File: config.mk
export PLATFORM = sky130hd
export DESIGN_NAME = cache_way_select
export DESIGN_NICKNAME = d
export VERILOG_FILES = /design/src/rtl/cache_pkg.sv /design/src/rtl/cache_tag_compare.sv /design/src/rtl/cache_way_select.sv
export SDC_FILE = /design/constraint.sdc
export NUM_CORES = 1
export LEC_CHECK = 0
export ABC_AREA = 0
export CORE_ASPECT_RATIO = 0.6
export CORE_MARGIN = 3
export CORE_UTILIZATION = 31
export DETAILED_ROUTE_END_ITERATION = 8
export PLACE_DENSITY = 0.73
export SLEW_MARGIN = 30
export SYNTH_ARGS = -nofsm -noshare
export SYNTH_HDL_FRONTEND = slang
export SYNTH_SLANG_ARGS = --single-unit
File: constraint.sdc
create_clock -name main_clk -period 1.6 [get_ports main_clk]
set_clock_uncertainty 0.05 [all_clocks]
set_input_delay 0.16 -clock main_clk [delete_from_list [all_inputs] [get_ports main_clk]]
set_output_delay 0.16 -clock main_clk [all_outputs]
set_load 0.01 [all_outputs]
File: src/rtl/cache_pkg.sv
// Shared types and constants for the 4-way cache lookup/replacement path.
// Set width is fixed by the cache_LRU address width.
package cache_pkg;

  localparam int SET_W     = 11;
  localparam int WAYS      = 4;
  localparam int WAY_IDX_W = 2;
  localparam int DEF_TAG_W = 13;

  typedef struct packed {
    logic                 valid;
    logic [DEF_TAG_W-1:0] tag;
  } tag_entry_t;

  typedef enum logic [2:0] {
    ST_IDLE,
    ST_LOOKUP,
    ST_MISS_REQ,
    ST_FILL_WAIT,
    ST_UPDATE
  } way_sel_state_t;

endpackage

File: src/rtl/cache_tag_compare.sv
// Combinational 4-way tag compare: hit way (lowest index wins on duplicates)
// and lowest-numbered invalid way.
module cache_tag_compare
  import cache_pkg::*;
#(
  parameter int TAG_W = DEF_TAG_W
) (
  input  logic [WAYS*(TAG_W+1)-1:0] i_ways,
  input  logic [TAG_W-1:0]          i_tag,
  output logic                      o_hit,
  output logic [WAY_IDX_W-1:0]      o_hit_way,
  output logic                      o_any_invalid,
  output logic [WAY_IDX_W-1:0]      o_first_invalid
);

  logic [WAYS-1:0] w_match;
  logic [WAYS-1:0] w_invalid;

  for (genvar w = 0; w < WAYS; w++) begin : g_way
    assign w_invalid[w] = ~i_ways[w*(TAG_W+1) + TAG_W];
    assign w_match[w]   = i_ways[w*(TAG_W+1) + TAG_W] &&
                          (i_ways[w*(TAG_W+1) +: TAG_W] == i_tag);
  end

  // Scan from the top way down so the lowest matching index is written last.
  always_comb begin
    o_hit_way       = '0;
    o_first_invalid = '0;
    for (int w = WAYS - 1; w >= 0; w--) begin
      if (w_match[w]) o_hit_way = WAY_IDX_W'(w);
      if (w_invalid[w]) o_first_invalid = WAY_IDX_W'(w);
    end
  end

  assign o_hit         = |w_match;
  assign o_any_invalid = |w_invalid;

endmodule

File: src/rtl/cache_way_select.sv
// Lookup/replacement controller in front of cache_LRU and the tag RAM.
// Define CACHE_WAY_SEL_INVALID_FIRST_EN to prefer invalid ways as miss victims.
module cache_way_select
  import cache_pkg::*;
#(
  parameter int TAG_W = DEF_TAG_W
) (
  input  logic                      main_clk,
  input  logic                      rst,
  input  logic                      req_valid,
  output logic                      req_ready,
  input  logic [SET_W-1:0]          req_set,
  input  logic [TAG_W-1:0]          req_tag,
  output logic [SET_W-1:0]          tag_rd_addr,
  input  logic [WAYS*(TAG_W+1)-1:0] tag_rd_data,
  output logic                      tag_wr_en,
  output logic [WAY_IDX_W-1:0]      tag_wr_way,
  output logic [TAG_W:0]            tag_wr_data,
  output logic [SET_W-1:0]          lru_addr,
  output logic [WAY_IDX_W-1:0]      lru_used_index,
  output logic                      lru_enable_write,
  input  logic [WAY_IDX_W-1:0]      lru_least_used,
  output logic                      fill_valid,
  input  logic                      fill_ready,
  output logic [SET_W-1:0]          fill_set,
  output logic [TAG_W-1:0]          fill_tag,
  output logic [WAY_IDX_W-1:0]      fill_way,
  input  logic                      fill_done,
  output logic                      resp_valid,
  output logic                      resp_hit,
  output logic [WAY_IDX_W-1:0]      resp_way
);

  way_sel_state_t         r_state, w_nextState;
  logic [SET_W-1:0]       r_set;
  logic [TAG_W-1:0]       r_tag;
  logic [WAY_IDX_W-1:0]   r_victim;
  logic                   w_hit;
  logic [WAY_IDX_W-1:0]   w_hitWay;
  logic                   w_anyInvalid;
  logic [WAY_IDX_W-1:0]   w_firstInvalid;
  logic [WAY_IDX_W-1:0]   w_victim;

  cache_tag_compare #(.TAG_W(TAG_W)) u_compare (
    .i_ways         (tag_rd_data),
    .i_tag          (r_tag),
    .o_hit          (w_hit),
    .o_hit_way      (w_hitWay),
    .o_any_invalid  (w_anyInvalid),
    .o_first_invalid(w_firstInvalid)
  );

`ifdef CACHE_WAY_SEL_INVALID_FIRST_EN
  assign w_victim = w_anyInvalid ? w_firstInvalid : lru_least_used;
`else
  logic w_unusedInvalid;
  assign w_victim        = lru_least_used;
  assign w_unusedInvalid = w_anyInvalid ^ (^w_firstInvalid);
`endif

  always_ff @(posedge main_clk) begin
    if (rst) begin
      r_state  <= ST_IDLE;
      r_set    <= '0;
      r_tag    <= '0;
      r_victim <= '0;
    end else begin
      r_state <= w_nextState;
      if (r_state == ST_IDLE && req_valid) begin
        r_set <= req_set;
        r_tag <= req_tag;
      end
      if (r_state == ST_LOOKUP && !w_hit) r_victim <= w_victim;
    end
  end

  // The accept cycle forwards req_set straight to both RAM-like neighbours so
  // their registered read data lines up with LOOKUP.
  always_comb begin
    w_nextState      = r_state;
    req_ready        = 1'b0;
    tag_rd_addr      = r_set;
    lru_addr         = r_set;
    lru_used_index   = '0;
    lru_enable_write = 1'b0;
    tag_wr_en        = 1'b0;
    tag_wr_way       = '0;
    tag_wr_data      = '0;
    fill_valid       = 1'b0;
    resp_valid       = 1'b0;
    resp_hit         = 1'b0;
    resp_way         = '0;
    case (r_state)
      ST_IDLE: begin
        req_ready = 1'b1;
        if (req_valid) begin
          tag_rd_addr = req_set;
          lru_addr    = req_set;
          w_nextState = ST_LOOKUP;
        end
      end
      ST_LOOKUP: begin
        if (w_hit) begin
          resp_valid       = 1'b1;
          resp_hit         = 1'b1;
          resp_way         = w_hitWay;
          lru_used_index   = w_hitWay;
          lru_enable_write = 1'b1;
          w_nextState      = ST_IDLE;
        end else begin
          w_nextState = ST_MISS_REQ;
        end
      end
      ST_MISS_REQ: begin
        fill_valid = 1'b1;
        if (fill_ready) w_nextState = ST_FILL_WAIT;
      end
      ST_FILL_WAIT: begin
        if (fill_done) w_nextState = ST_UPDATE;
      end
      ST_UPDATE: begin
        tag_wr_en        = 1'b1;
        tag_wr_way       = r_victim;
        tag_wr_data      = {1'b1, r_tag};
        lru_used_index   = r_victim;
        lru_enable_write = 1'b1;
        resp_valid       = 1'b1;
        resp_way         = r_victim;
        w_nextState      = ST_IDLE;
      end
      default: w_nextState = ST_IDLE;
    endcase
  end

  assign fill_set = r_set;
  assign fill_tag = r_tag;
  assign fill_way = r_victim;

endmodule

==> Word level (Yosys, flattened, before mapping) <==
Index checks and enable logic that the tools add are counted.
{ "word_totals": {"regBits": 29, "inputBits": 87, "word_cells": 46} }
{ "classes": {"n_eq_ne": 11, "n_mux": 21, "n_reduce_logical": 10} }
{ "op_table": {"columns": ["operator", "count"], "rows": [
  ["$eq A13 B13 Y1", 4],
  ["$mux W11", 2],
  ["$mux W14", 1],
  ["$mux W2", 7],
  ["$pmux W3 S4", 1],
  ["$mux W3", 3],
  ["$eq A3 B2 Y1 const B", 2],
  ["$logic_and A1 B1 Y1", 6],
  ["$ne A2 B2 Y1 const B", 3],
  ["$mux W1", 5],
  ["$pmux W2 S2", 1],
  ["$reduce_or A4 Y1", 1],
  ["$eq A3 B1 Y1 const B", 1],
  ["$eq A3 B3 Y1 const B", 1],
  ["$logic_not A3 Y1", 1],
  ["$reduce_and A3 Y1", 1],
  ["$pmux W1 S2", 1],
  ["$logic_not A1 Y1", 1]
]} }

==> Longest topological paths before layout <==
{ "logic_depth": {"ltp_word": 8, "ltp_mapped": 8} }

==> Cells and area by module <==
Synthesis repeated with hierarchy kept, for this count alone.
{ "unflattened": {"hier_cells": 259, "area_unflattened_um2": 2194.6} }
{ "by_module_without_submodules": {"columns": ["module", "instances", "cells_each", "area_each_um2"], "rows": [
  ["cache_way_select", 1, 162, 1430.1],
  ["cache_tag_compare", 1, 97, 764.5]
]} }

==> Worst setup path before layout <==
No wires, ideal clock.
{ "synth_path": {"path_type": "flip-flop to output port", "start": "register r_tag[6], in the netlist fill_tag[6]", "end": "output port resp_way[1]", "arrival_ns": 1.838, "path_slack_ns": -0.448, "stages_incl_launch_ff": 9, "n_path_buf": 2, "cell_sequence": "dfxtp_1 > buf_6 > xor2_1 > nor4_1 > nand3_1 > nor3_2 > nor2_1 > o31ai_1 > buf_4"} }
{ "synth_between": {"elab_chain_cells": 8, "word_cells_on_any_way": 15, "classes_between": "eq/ne: 4; mux: 6; reduce/logical: 5"} }
{ "synth_lines": {"columns": ["item", "line", "text"], "rows": [
  ["from (decl)", "cache_way_select.sv:36", "logic [TAG_W-1:0] r_tag;"],
  ["from (signal assigned)", "cache_way_select.sv:71", "r_tag <= req_tag;"],
  ["$eq A13 B13 Y1", "cache_tag_compare.sv:22", "(i_ways[w*(TAG_W+1) +: TAG_W] == i_tag);"],
  ["$logic_and A1 B1 Y1", "cache_tag_compare.sv:21", "assign w_match[w] = i_ways[w*(TAG_W+1) + TAG_W] &&"],
  ["$mux W2 (4 in series)", "cache_tag_compare.sv:30", "if (w_match[w]) o_hit_way = WAY_IDX_W'(w);"],
  ["$mux W2 *", null, null],
  ["$pmux W2 S2 *", null, null],
  ["to (decl)", "cache_way_select.sv:31", "output logic [WAY_IDX_W-1:0] resp_way"]
]} }
Mark *: on every way between the ends. The rest lies on a longest branch, timed or not.

==> Worst setup path in the final report <==
{ "layout_path": {"start": "register r_tag[9], in the netlist fill_tag[9]", "end": "output port lru_enable_write"} }
{ "layout_between": {"elab_chain_cells": 5, "word_cells_on_any_way": 11, "classes_between": "eq/ne: 4; mux: 2; reduce/logical: 5"} }
{ "layout_lines": {"columns": ["item", "line", "text"], "rows": [
  ["$eq A13 B13 Y1", "cache_tag_compare.sv:22", null],
  ["$logic_and A1 B1 Y1", "cache_tag_compare.sv:21", null],
  ["$reduce_or A4 Y1 *", "cache_tag_compare.sv:35", "assign o_hit = |w_match;"],
  ["$mux W1 *", "cache_way_select.sv:103", "if (w_hit) begin"],
  ["$pmux W1 S2 *", "cache_way_select.sv:93", "case (r_state)"],
  ["to (decl)", "cache_way_select.sv:21", "output logic lru_enable_write,"]
]} }
Marked as above.

==> metrics list <==
- For this run, the slowest stage of the critical path takes between 0.4 and 0.5 ns.
- TritonCTS clock tree: built
- The min-delay analysis places its worst path in the category in2reg.
* Syn_nets: 358
- Count of inserted antenna diode cells: 0
- Cell family contributing the most delay on the critical path: simple AND/OR/NAND/NOR gates
- The endpoint identified for the worst register-to-register timing path is r_state[1].
- The library cells used most frequently in the layout, excluding fill and tap cells, are 108 x sky130_fd_sc_hd__clkdlybuf4s50_1, 66 x sky130_fd_sc_hd__buf_6, 56 x sky130_fd_sc_hd__buf_4.
* RSZ-0062 raised after global routing: true
- The critical path in this run is classified as reg2out.
- Critical path destination: lru_enable_write
* Global-route wire length before repair: around 15,000 um
- Number of buffers and inverters on the critical path: 3
- Status: finished with violations
- The most critical setup path has its startpoint at fill_tag[9].
- Port buffering added 160 buffers.
* Minimum setup slack in the final design: -0.7334 ns
- Global routing consumed, over all layers together, a little under a quarter of the routing resources.
* Register-to-Register Path Depth: 8
- Number of rows created at floorplan: 22
- After the last flow step, the layout net total stands at 581.
* Power density over the cells: around 860 mW/mm^2
* Number of instances in the synthesized netlist: around 270
- Post-route cell area: roughly 0.0051 mm^2
- Starting density of the core: between 30% and 40%
* Die extent in y: between 70 and 80 um
* Clock latency reported for the late side of the worst-skew pair: between 0.2 and 0.3 ns
- At the pin with the least slew margin, the transition time is between 0.3 and 0.4 ns.
- In this run, synthesis produced a sequential element count of 29.
* Post-DR vias/cell: ~4.7
- Final weighted congestion of routability-driven global placement: roughly 0.87
- VDD sags by at most 629.3 uV.
- Clock tree synthesis found a total of 29 sinks.
* Data required time of the critical path: between 1 and 1.5 ns
- The area growth from synthesis to layout is 138.0%.
* Number of antenna violations at the first check in global routing: 0
- Distinct cell type count of the synthesized netlist: 33
- Once detail routing completed, the nets flagged for antenna violations numbered 0.
- After clock tree synthesis, the flow added hold-fix buffers numbering 0.
- Wires add up to slightly above 10,000 um.
- Across the run, the number of max-cap violations was 0.
* Sequence of cells on the critical path: buf_6, xnor2_2, nand4_1, nor4_4, buf_4, or4_4, a21o_1, buf_2
- Tmin final: roughly 2.3 ns
* Placed wire-length estimate: roughly 7000 um
- Period Utilization, post-route: 145.8%
- Across all register-to-register paths, the minimum setup slack is -0.39 ns.
* Cell chosen for the clock root: sky130_fd_sc_hd__clkbuf_16
- Final global-route overflow total: 0
- During synthesis, Yosys emitted a total of 0 warnings.
* Area of placed instances: just over 0.004 mm^2
- Of the synthesized area, sequential elements account for about 27%.
* Number of CTS-inserted buffers: 5
* Number of DRC markers after the initial detailed-route iteration: 110
- Final hold violation count: 0
* Critical-path cell with the highest stage delay: sky130_fd_sc_hd__or4_4
- STA classifies the critical path endpoint as an output pin.
- Count of vias placed by the detailed router: 2,729
- Failing checks: negative setup slack
- Die Footprint: around 0.0080 mm^2
* Maximum number of buffers from clock root to sink: 2
* Maximum number of pins on one net before global-route repair: 26
- Cell area after synthesis: ~0.0022 mm^2
- After clock tree synthesis, the clock-pin slew on the worst setup and hold paths is 0.05 ns.
* Worst EP arrival: between 2 and 2.5 ns
- Number of design rule violations left after detail routing: 0
- Element type at the critical path start: flop
- Max-slew headroom at the worst pin: around 77%
* Total number of cells along the worst setup path: 8
* Total number of H-tree levels: 2
* Largest fanout on the critical path: 3
- For this design the static power due to leakage is between 2 and 2.5 nW.
- Final hold slack: 0.3826 ns
* Die X: between 100 and 150 um
- Via count of the first global-routing pass: approximately 2,900
* Layout cell share with drive strength beyond 1: between 50% and 60%
- Maximum clock frequency: 428.6 MHz
- Fill cells in the final layout number 430.
- The pre-antenna-repair detailed-routing pass consisted of 4 iterations.
* Number of placed I/O pins: around 160
- Routed wire per std cell: between 15 and 20 um
- Total core area: 0.006414 mm^2
- Setup TNS after final layout: -12.50 ns
- Average footprint of a synthesized cell: 7.960 um^2
- The worst register-to-register path begins at fill_tag[8].
- Setup violations remaining at the end of the flow were counted as a little under 50.
- The number of max-slew violations in the final report was 0.
- Most frequent standard cell in the layout excluding fill and tap cells: sky130_fd_sc_hd__clkdlybuf4s50_1
area by class of cell:
type	count	area [um^2]	area share [%]
inverters	3	11.26	0.2194
well taps	84	105.1	2.047
clock buffers	6	128.9	2.510
clock inverters	2	10.01	0.1950
flip-flops and latches	29	624.3	12.16
repair buffers	254	2510	48.89
multi-input cells	201	1744	33.98
how the worst min path moves through the flow:
stage,start,cells past startpoint,to,slack [ns]
2_1_floorplan,req_tag[0],2,fill_tag[0],0.24
3_3_place_gp,fill_set[8],2,fill_set[8],0.42
3_5_place_dp,fill_set[8],2,fill_set[8],0.42
4_1_cts,req_tag[2],3,fill_tag[2],0.38
5_1_grt,req_tag[8],3,fill_tag[8],0.40
6_report,req_tag[2],3,fill_tag[2],0.38
power by group:
group | internal, mW | switching, mW | total [mW]
combinational | 1.47 | 1.04 | 2.52
clock | 0.570 | 0.321 | 0.891
sequential | 0.832 | 0.160 | 0.992
sequential cells by signal (all words and copies together), names as in the netlist:
| signal | flops |
|---|---|
| fill_set | 11 |
| fill_tag | 13 |
| fill_way | 2 |
| r_state | 3 |
through the flow:
step / instances / total power [mW] / setup WS, ns / util (%)
6_report: 579 / 4.400 / -0.7334 / 80.04
5_1_grt: 579 / 4.618 / -0.7859 / 80.04
4_1_cts: 567 / 4.126 / -0.7279 / 73.45
3_5_place_dp: 531 / 2.778 / -0.9515 / 64.03
3_3_place_gp: 531 / 2.745 / -0.8907 / 64.03
2_1_floorplan: 271 / 1.806 / -0.3200 / -
synth_stat cells (all sizes together):
master  count  area, um^2
nor3b       3       33.78
or4         1       7.510
xor2        8       77.58
nand4      10       75.07
nor3        5       46.30
mux2i       3       30.03
o21bai      1       7.510
buf        32       252.7
a21o        1       7.510
o31ai       1       7.510
nor2        2       7.510
nand2      64       240.2
and2       16       100.1
inv         3       11.26
a21oi      27       135.1
xnor2      44       385.4
o22a        1       8.760
clkbuf      6       22.52
nand2b      5       31.28
dfxtp      29       580.6
o31a        1       8.760
nor4        6       65.06
nand3       2       15.01
cell families after synthesis:
group	after synthesis	share of synthesized area (%)
simple gates	114	28.83
flops	29	26.91
buf+inv	41	13.28
compound gates	32	8.121
xor+xnor	52	21.46
mux	3	1.392
worst min-delay path, delay by kind of cell:
family | cells | cell delay [ns]
simple gates | 1 | 0.06
buf+inv | 1 | 0.40
compound gates | 1 | 0.05
routing by layer:
| layer | share of wire (%) | GRT usage, % | up-vias | wire, um |
|---|---|---|---|---|
| met3 | 6.4 | 5.983 | 10 | 663 |
| met5 | 0 | 0 | - | 0 |
| met2 | 50 | 40.70 | 104 | 5177 |
| met4 | 1.3 | 4.000 | 0 | 134 |
| met1 | 42 | 30.91 | 1303 | 4416 |
| li1 | - | - | 1312 | - |
timing repair:
action | CTS | global route
buffers inserted | 28 | 21
gates cloned | 2 | 0
endpoints found under the setup margin | 55 | 73
pin swaps | 25 | 23
resized for setup | 275 | 124
No activity file was read; power rests on OpenSTA's default activity.
